[config.mk]
export PLATFORM = sky130hd
export DESIGN_NAME = ysyx_22040386_wb_commit
export DESIGN_NICKNAME = d
export VERILOG_FILES = /design/src/rtl/ysyx_22040386_pkg.sv /design/src/rtl/ysyx_22040386_scoreboard.sv /design/src/rtl/ysyx_22040386_wb_commit.sv
export SDC_FILE = /design/constraint.sdc
export NUM_CORES = 1
export LEC_CHECK = 0
export ABC_AREA = 1
export CORE_UTILIZATION = 50
export DETAILED_ROUTE_END_ITERATION = 8
export GPL_TIMING_DRIVEN = 0
export PLACE_DENSITY = 0.95
export SYNTH_ARGS = -nofsm -noshare
export SYNTH_HDL_FRONTEND = slang
export SYNTH_SLANG_ARGS = --single-unit
[constraint.sdc]
create_clock -name clk -period 4.75 [get_ports clk]
set_input_delay 0.475 -clock clk [delete_from_list [all_inputs] [get_ports clk]]
set_output_delay 0.475 -clock clk [all_outputs]
set_load 0.05 [all_outputs]
[src/rtl/ysyx_22040386_pkg.sv]
// Shared GPR write-back constants and types for the ysyx_22040386 core slice.
package ysyx_22040386_pkg;

  localparam int unsigned ADDR_WIDTH = 5;
  localparam int unsigned DATA_WIDTH = 64;
  localparam int unsigned CNT_WIDTH  = 2;
  localparam int unsigned STARVE_MAX = 4;

  typedef logic [ADDR_WIDTH-1:0] gpr_idx_t;

endpackage

[src/rtl/ysyx_22040386_scoreboard.sv]
// Per-GPR pending-write counters: issue increments, retire decrements,
// with busy lookups for the two decode ports and a saturation flag.
import ysyx_22040386_pkg::*;

module ysyx_22040386_scoreboard #(
  parameter int unsigned ADDR_WIDTH = ysyx_22040386_pkg::ADDR_WIDTH,
  parameter int unsigned CNT_WIDTH  = ysyx_22040386_pkg::CNT_WIDTH
) (
  input  logic                  clk,
  input  logic                  rst_n,
  input  logic                  inc_en,
  input  logic [ADDR_WIDTH-1:0] inc_idx,
  input  logic                  dec_en,
  input  logic [ADDR_WIDTH-1:0] dec_idx,
  input  logic [ADDR_WIDTH-1:0] idx1,
  input  logic [ADDR_WIDTH-1:0] idx2,
  output logic                  busy1,
  output logic                  busy2,
  input  logic [ADDR_WIDTH-1:0] sat_idx,
  output logic                  sat
);

  localparam int unsigned NUM_REGS = 1 << ADDR_WIDTH;

  logic [CNT_WIDTH-1:0] cnt [NUM_REGS];
  logic                 same_idx;

  assign same_idx = inc_en && dec_en && (inc_idx == dec_idx);

  // Issue and retire to the same register in one cycle cancel out.
  always_ff @(posedge clk) begin
    if (!rst_n) begin
      for (int unsigned i = 0; i < NUM_REGS; i++) cnt[i] <= '0;
    end else begin
      if (inc_en && !same_idx)
        cnt[inc_idx] <= cnt[inc_idx] + CNT_WIDTH'(1);
      if (dec_en && !same_idx && (cnt[dec_idx] != '0))
        cnt[dec_idx] <= cnt[dec_idx] - CNT_WIDTH'(1);
    end
  end

  assign busy1 = (idx1 != '0) && (cnt[idx1] != '0);
  assign busy2 = (idx2 != '0) && (cnt[idx2] != '0);
  assign sat   = &cnt[sat_idx];

  a_no_underflow : assert property (@(posedge clk) disable iff (!rst_n)
    (dec_en && !same_idx) |-> (cnt[dec_idx] != '0));

endmodule

[src/rtl/ysyx_22040386_wb_commit.sv]
// Write-back commit: arbitrates ALU/LSU results onto the registered RF write
// port, tracks pending writes and exposes busy/bypass to decode.
import ysyx_22040386_pkg::*;

module ysyx_22040386_wb_commit #(
  parameter int unsigned ADDR_WIDTH = ysyx_22040386_pkg::ADDR_WIDTH,
  parameter int unsigned DATA_WIDTH = ysyx_22040386_pkg::DATA_WIDTH,
  parameter int unsigned CNT_WIDTH  = ysyx_22040386_pkg::CNT_WIDTH,
  parameter int unsigned STARVE_MAX = ysyx_22040386_pkg::STARVE_MAX
) (
  input  logic                  clk,
  input  logic                  rst_n,
  input  logic                  iss_valid,
  input  logic [ADDR_WIDTH-1:0] iss_rd,
  output logic                  iss_ready,
  input  logic                  alu_valid,
  input  logic [ADDR_WIDTH-1:0] alu_rd,
  input  logic [DATA_WIDTH-1:0] alu_data,
  output logic                  alu_ready,
  input  logic                  lsu_valid,
  input  logic [ADDR_WIDTH-1:0] lsu_rd,
  input  logic [DATA_WIDTH-1:0] lsu_data,
  output logic                  lsu_ready,
  output logic                  rf_wen,
  output logic [ADDR_WIDTH-1:0] rf_waddr,
  output logic [DATA_WIDTH-1:0] rf_wdata,
  input  logic [ADDR_WIDTH-1:0] raddr1,
  input  logic [ADDR_WIDTH-1:0] raddr2,
  output logic                  busy1,
  output logic                  busy2,
  output logic                  fwd1,
  output logic                  fwd2,
  output logic [DATA_WIDTH-1:0] fwd_data1,
  output logic [DATA_WIDTH-1:0] fwd_data2
);

  localparam int unsigned STARVE_W = $clog2(STARVE_MAX + 1);

  logic [STARVE_W-1:0]   starve;
  logic                  starve_hit;
  logic                  alu_grant, lsu_grant;
  logic                  ret_valid, ret_wr;
  logic [ADDR_WIDTH-1:0] ret_rd;
  logic [DATA_WIDTH-1:0] ret_data;
  logic                  sat;
  logic                  inc_en;

  assign starve_hit = (starve == STARVE_W'(STARVE_MAX));

  // LSU has priority; the ALU is forced through after STARVE_MAX straight losses.
  always_comb begin
    alu_grant = rst_n && alu_valid && (!lsu_valid || starve_hit);
    lsu_grant = rst_n && lsu_valid && !alu_grant;
    ret_valid = alu_grant || lsu_grant;
    ret_rd    = alu_grant ? alu_rd   : lsu_rd;
    ret_data  = alu_grant ? alu_data : lsu_data;
    ret_wr    = ret_valid && (ret_rd != '0);
  end

  assign alu_ready = alu_grant;
  assign lsu_ready = lsu_grant;
  assign iss_ready = rst_n && ((iss_rd == '0) || !sat);
  assign inc_en    = iss_valid && iss_ready && (iss_rd != '0);

  always_ff @(posedge clk) begin
    if (!rst_n)
      starve <= '0;
    else if (alu_grant)
      starve <= '0;
    else if (alu_valid)
      starve <= starve + STARVE_W'(1);
  end

  always_ff @(posedge clk) begin
    if (!rst_n) begin
      rf_wen   <= 1'b0;
      rf_waddr <= '0;
      rf_wdata <= '0;
    end else begin
      rf_wen <= ret_wr;
      if (ret_wr) begin
        rf_waddr <= ret_rd;
        rf_wdata <= ret_data;
      end
    end
  end

  ysyx_22040386_scoreboard #(
    .ADDR_WIDTH(ADDR_WIDTH),
    .CNT_WIDTH (CNT_WIDTH)
  ) u_scoreboard (
    .clk    (clk),
    .rst_n  (rst_n),
    .inc_en (inc_en),
    .inc_idx(iss_rd),
    .dec_en (ret_wr),
    .dec_idx(ret_rd),
    .idx1   (raddr1),
    .idx2   (raddr2),
    .busy1  (busy1),
    .busy2  (busy2),
    .sat_idx(iss_rd),
    .sat    (sat)
  );

  assign fwd1      = rf_wen && (rf_waddr == raddr1) && (raddr1 != '0);
  assign fwd2      = rf_wen && (rf_waddr == raddr2) && (raddr2 != '0);
  assign fwd_data1 = fwd1 ? rf_wdata : '0;
  assign fwd_data2 = fwd2 ? rf_wdata : '0;

endmodule

==> impl_metrics.csv <==
group,metric,value,unit
layout,multi_input_area,5450,µm²
setup_path,critPathMostFrequentCell,"inv_1",
logic_synthesis,ys_seq_elements,137,
floorplan,row_count,51,
logic_synthesis,yosysTopAreaCellShare,19.1,%
timing,fin_crit_sh,98.1,%
detailed_routing,avgViaCountPerCell,6.20,
cts,clock_path_buffers,2,
timing,relSlewSlack,38.1,%
detailed_routing,drt_wl_total,56.4,mm
detailed_routing,first_pass_iters,9,
job,cap_violations,0,
hold_path,hold_class,"flop to flop",
cts,numCtsBuffers,17,
detailed_routing,drc,12,
setup_path,critPathLaunchType,"input pin",
global_routing,grt_pass1_vias,12732,
logic_synthesis,synth_top_area_cell,"edfxtp_1",
logic_synthesis,yosysMostFrequentCell,"nand2_1",
timing,fmax,215,MHz
global_routing,grt_pass1_wl,79.8,mm
status,status,"complete, but fails checks",
timing,setup_viol,0,
setup_path,critical_path_required,4.90,ns
setup_path,endpoint_kind,"flop",
placement,dp_cells,2220,
placement,dp_hpwl,43.6,mm
global_routing,grt_usage,54.2,%
timing,rsz0062_at_grt,"false",
timing,finalHoldViolCount,0,
setup_path,crit_path_end,"u_scoreboard.cnt[19][0]",
logic_synthesis,yosys-top-cells-area,"edfxtp_1 (19%), nand2_1 (16%), dfxtp_1 (14%)",
setup_path,path_buf_inv,9,
floorplan,core_area,19600,µm²
placement,pre_cts_ws,-0.463,ns
layout,nets,2138,
cts,ctsRootBufferMaster,"clkbuf_16",
setup_path,regToRegSetupSlack,0.54,ns
timing,worst_pin_slew,0.921,ns
timing,setup_slack,0.0915,ns
timing,slew_viol_final,0,
status,violations,"DRC",
pwr,vdd_drop_max,278,µV
detailed_routing,vias,14004,
pwr,power_leakage,6.11,nW
setup_path,path_class,"input pin to flop",
placement,port_buffers,360,
logic_synthesis,ys_seq_area_share,33.5,%
pwr,p_per_area,279,nW/µm²
layout,final-instance-count-excl-fill,2259,
pwr,total_power,4.10,mW
logic_synthesis,post_synth_num_cell_types,44,
global_routing,grt_max_degree,17,
setup_path,critical-path-max-stage-delay,0.66,ns
logic_synthesis,syn_inst,1594,
timing,fin_crit,4.66,ns
setup_path,path_depth,23,
global_routing,grt-ovfl-total,0,
logic_synthesis,synth_edf_count,64,
setup_path,timing.rr.end,"u_scoreboard.cnt[19][0]",
logic_synthesis,synthTopCellsByCount,"nand2_1 (443), inv_1 (202), nor2_1 (202)",
setup_path,cp_top_family,"buffers and inverters",
detailed_routing,ant_nets,0,
timing,fin_skew,0.0107,ns
setup_path,crit_chain,"clkdlybuf4s50_1 > inv_1 > nor2_2 > inv_1 > buf_2 > o22ai_1 > o21ai_1 > nand2_1 > inv_1 > nand2_1 > nor2_4 > inv_1 > ha_1 > inv_1 > nand4_2 > inv_1 > nand2_1 > nor2_2 > nand3_4 > nand4_2 > inv_1 > nand2_1 > nand3_1",
logic_synthesis,async_flop_share,0,%
detailed_routing,wl_per_cell,24.9,µm
layout,nFillCells,1499,
logic_synthesis,avgSynthCellArea,6.33,µm²
setup_path,slowest_stage,"clkdlybuf4s50_1",
logic_synthesis,synth.cell_area,10100,µm²
setup_path,r2r_cells,24,
layout,ff_latch_area,3380,µm²
layout,drive_above_1_share,6.39,%
detailed_routing,drtIter0Drc,2231,
setup_path,cp-startpoint,"iss_rd[0]",
cts,htree_levels,4,
floorplan,dieHeight,144,µm
floorplan,die_area,20700,µm²
floorplan,die_x,144,µm
layout,area_delta_synth_final,45.7,%
floorplan,pin_count,363,
placement,place_congestion,1.11,
setup_path,reg2reg_from,"starve[0]",
cts,path_clk_slew,0.07,ns
setup_path,arrival,4.80,ns
global_routing,antenna_found_initial,7,
cts,cts_tree,"done",
cts,clk_latency,0.45,ns
logic_synthesis,yosysWarnings,0,
logic_synthesis,ys.flop_type,"dfxtp_1",
cts,cts_sinks,137,
setup_path,cp_max_fo,10,
floorplan,start_util,51.5,%
==> kinds of logic after synthesis <==
family | count (synthesis) | synth area share (%)
XOR/XNOR | 7 | 0.608
flip-flops | 137 | 33.5
AO/OA/AOI/OAI | 260 | 15.2
AND/OR/NAND/NOR | 872 | 37.4
other | 1 | 0.0372
adder cells (fa/ha/maj) | 4 | 0.496
buffers and inverters | 313 | 12.8
==> through the flow <==
stage / cell area (µm²) / setup TNS, ns / util, % / hold WS (ns)
CTS: 14600 / 0 / 74.7 / 0.491
global placement: 14000 / -34.05 / 71.6 / 0.459
global route: 14700 / 0 / 75.0 / 0.526
finish: 14700 / 0 / 75.0 / 0.498
detailed placement: 14000 / -38.72 / 71.6 / 0.481
floorplan: 10100 / 0 / - / 0.452
==> worst min-delay path, stage by stage, from the launching register on <==
cell     delay (ns)
dfxtp_1        0.32
nand2_1        0.06
a21oi_1        0.06
==> timing repair <==
action                                 in CTS  in global routing
endpoints found under the hold margin       0                  0
setup endpoints to repair                   7                185
setup buffers                               0                  1
hold buffers                                0                  0
gates resized for setup                     3                 11
pin swaps                                   0                  1
==> state kept, by name (all words and copies together), names as in the netlist <==
| register | flops |
|---|---|
| starve | 3 |
| rf_wdata | 64 |
| u_scoreboard.cnt | 64 |
| rf_wen | 1 |
| rf_waddr | 5 |
==> cell usage in the layout (no fill, tap or decap), types with 12 or more instances in the layout <==
cell type,count
inv_1,201
nor2_2,20
o21ai_0,95
clkbuf_16,17
a21oi_1,22
dfxtp_1,73
nand2_2,12
nor2_1,198
buf_2,19
nand2_1,443
o22ai_1,31
nand4_1,73
clkdlybuf4s50_1,359
nand3_1,104
edfxtp_1,64
clkbuf_1,63
a31oi_1,75
==> power by group <==
group / switching (mW) / internal (mW) / leakage (nW)
registers: 0.0943 / 1.31 / 1.27
clock network: 0.608 / 0.797 / 0.303
logic: 0.898 / 0.388 / 4.54
==> how the worst min path moves through the flow <==
| stage | endpoint | slack [ns] | depth (start not counted) | from |
|---|---|---|---|---|
| after floorplan | starve[2] | 0.45 | 2 | starve[2] |
| after global placement | starve[2] | 0.46 | 2 | starve[2] |
| after detailed placement | starve[2] | 0.48 | 2 | starve[2] |
| after CTS | starve[2] | 0.49 | 2 | starve[2] |
| after global routing | starve[2] | 0.53 | 2 | starve[2] |
| final | starve[2] | 0.50 | 2 | starve[2] |
==> layout make-up <==
class                           instances  area share, %
Inverter                              208           5.31
Clock buffer                           17           2.90
Sequential cell                       137           23.0
Antenna cell                            5         0.0851
Timing Repair Buffer                  362           24.6
Tap cell                              265           2.26
Buffer                                105           3.47
Clock inverter                         15           1.23
Multi-Input combinational cell       1145           37.1
==> per-layer routing <==
metal | vias to the layer above | track usage, % | part of all wire, %
li1 | 6027 | - | -
met1 | 6325 | 60.2 | 33
met2 | 1315 | 76.8 | 39
met3 | 331 | 30.7 | 19
met4 | 6 | 38.7 | 8.7
met5 | - | 6.27 | 0.085
No activity file was read; power rests on OpenSTA's default activity.
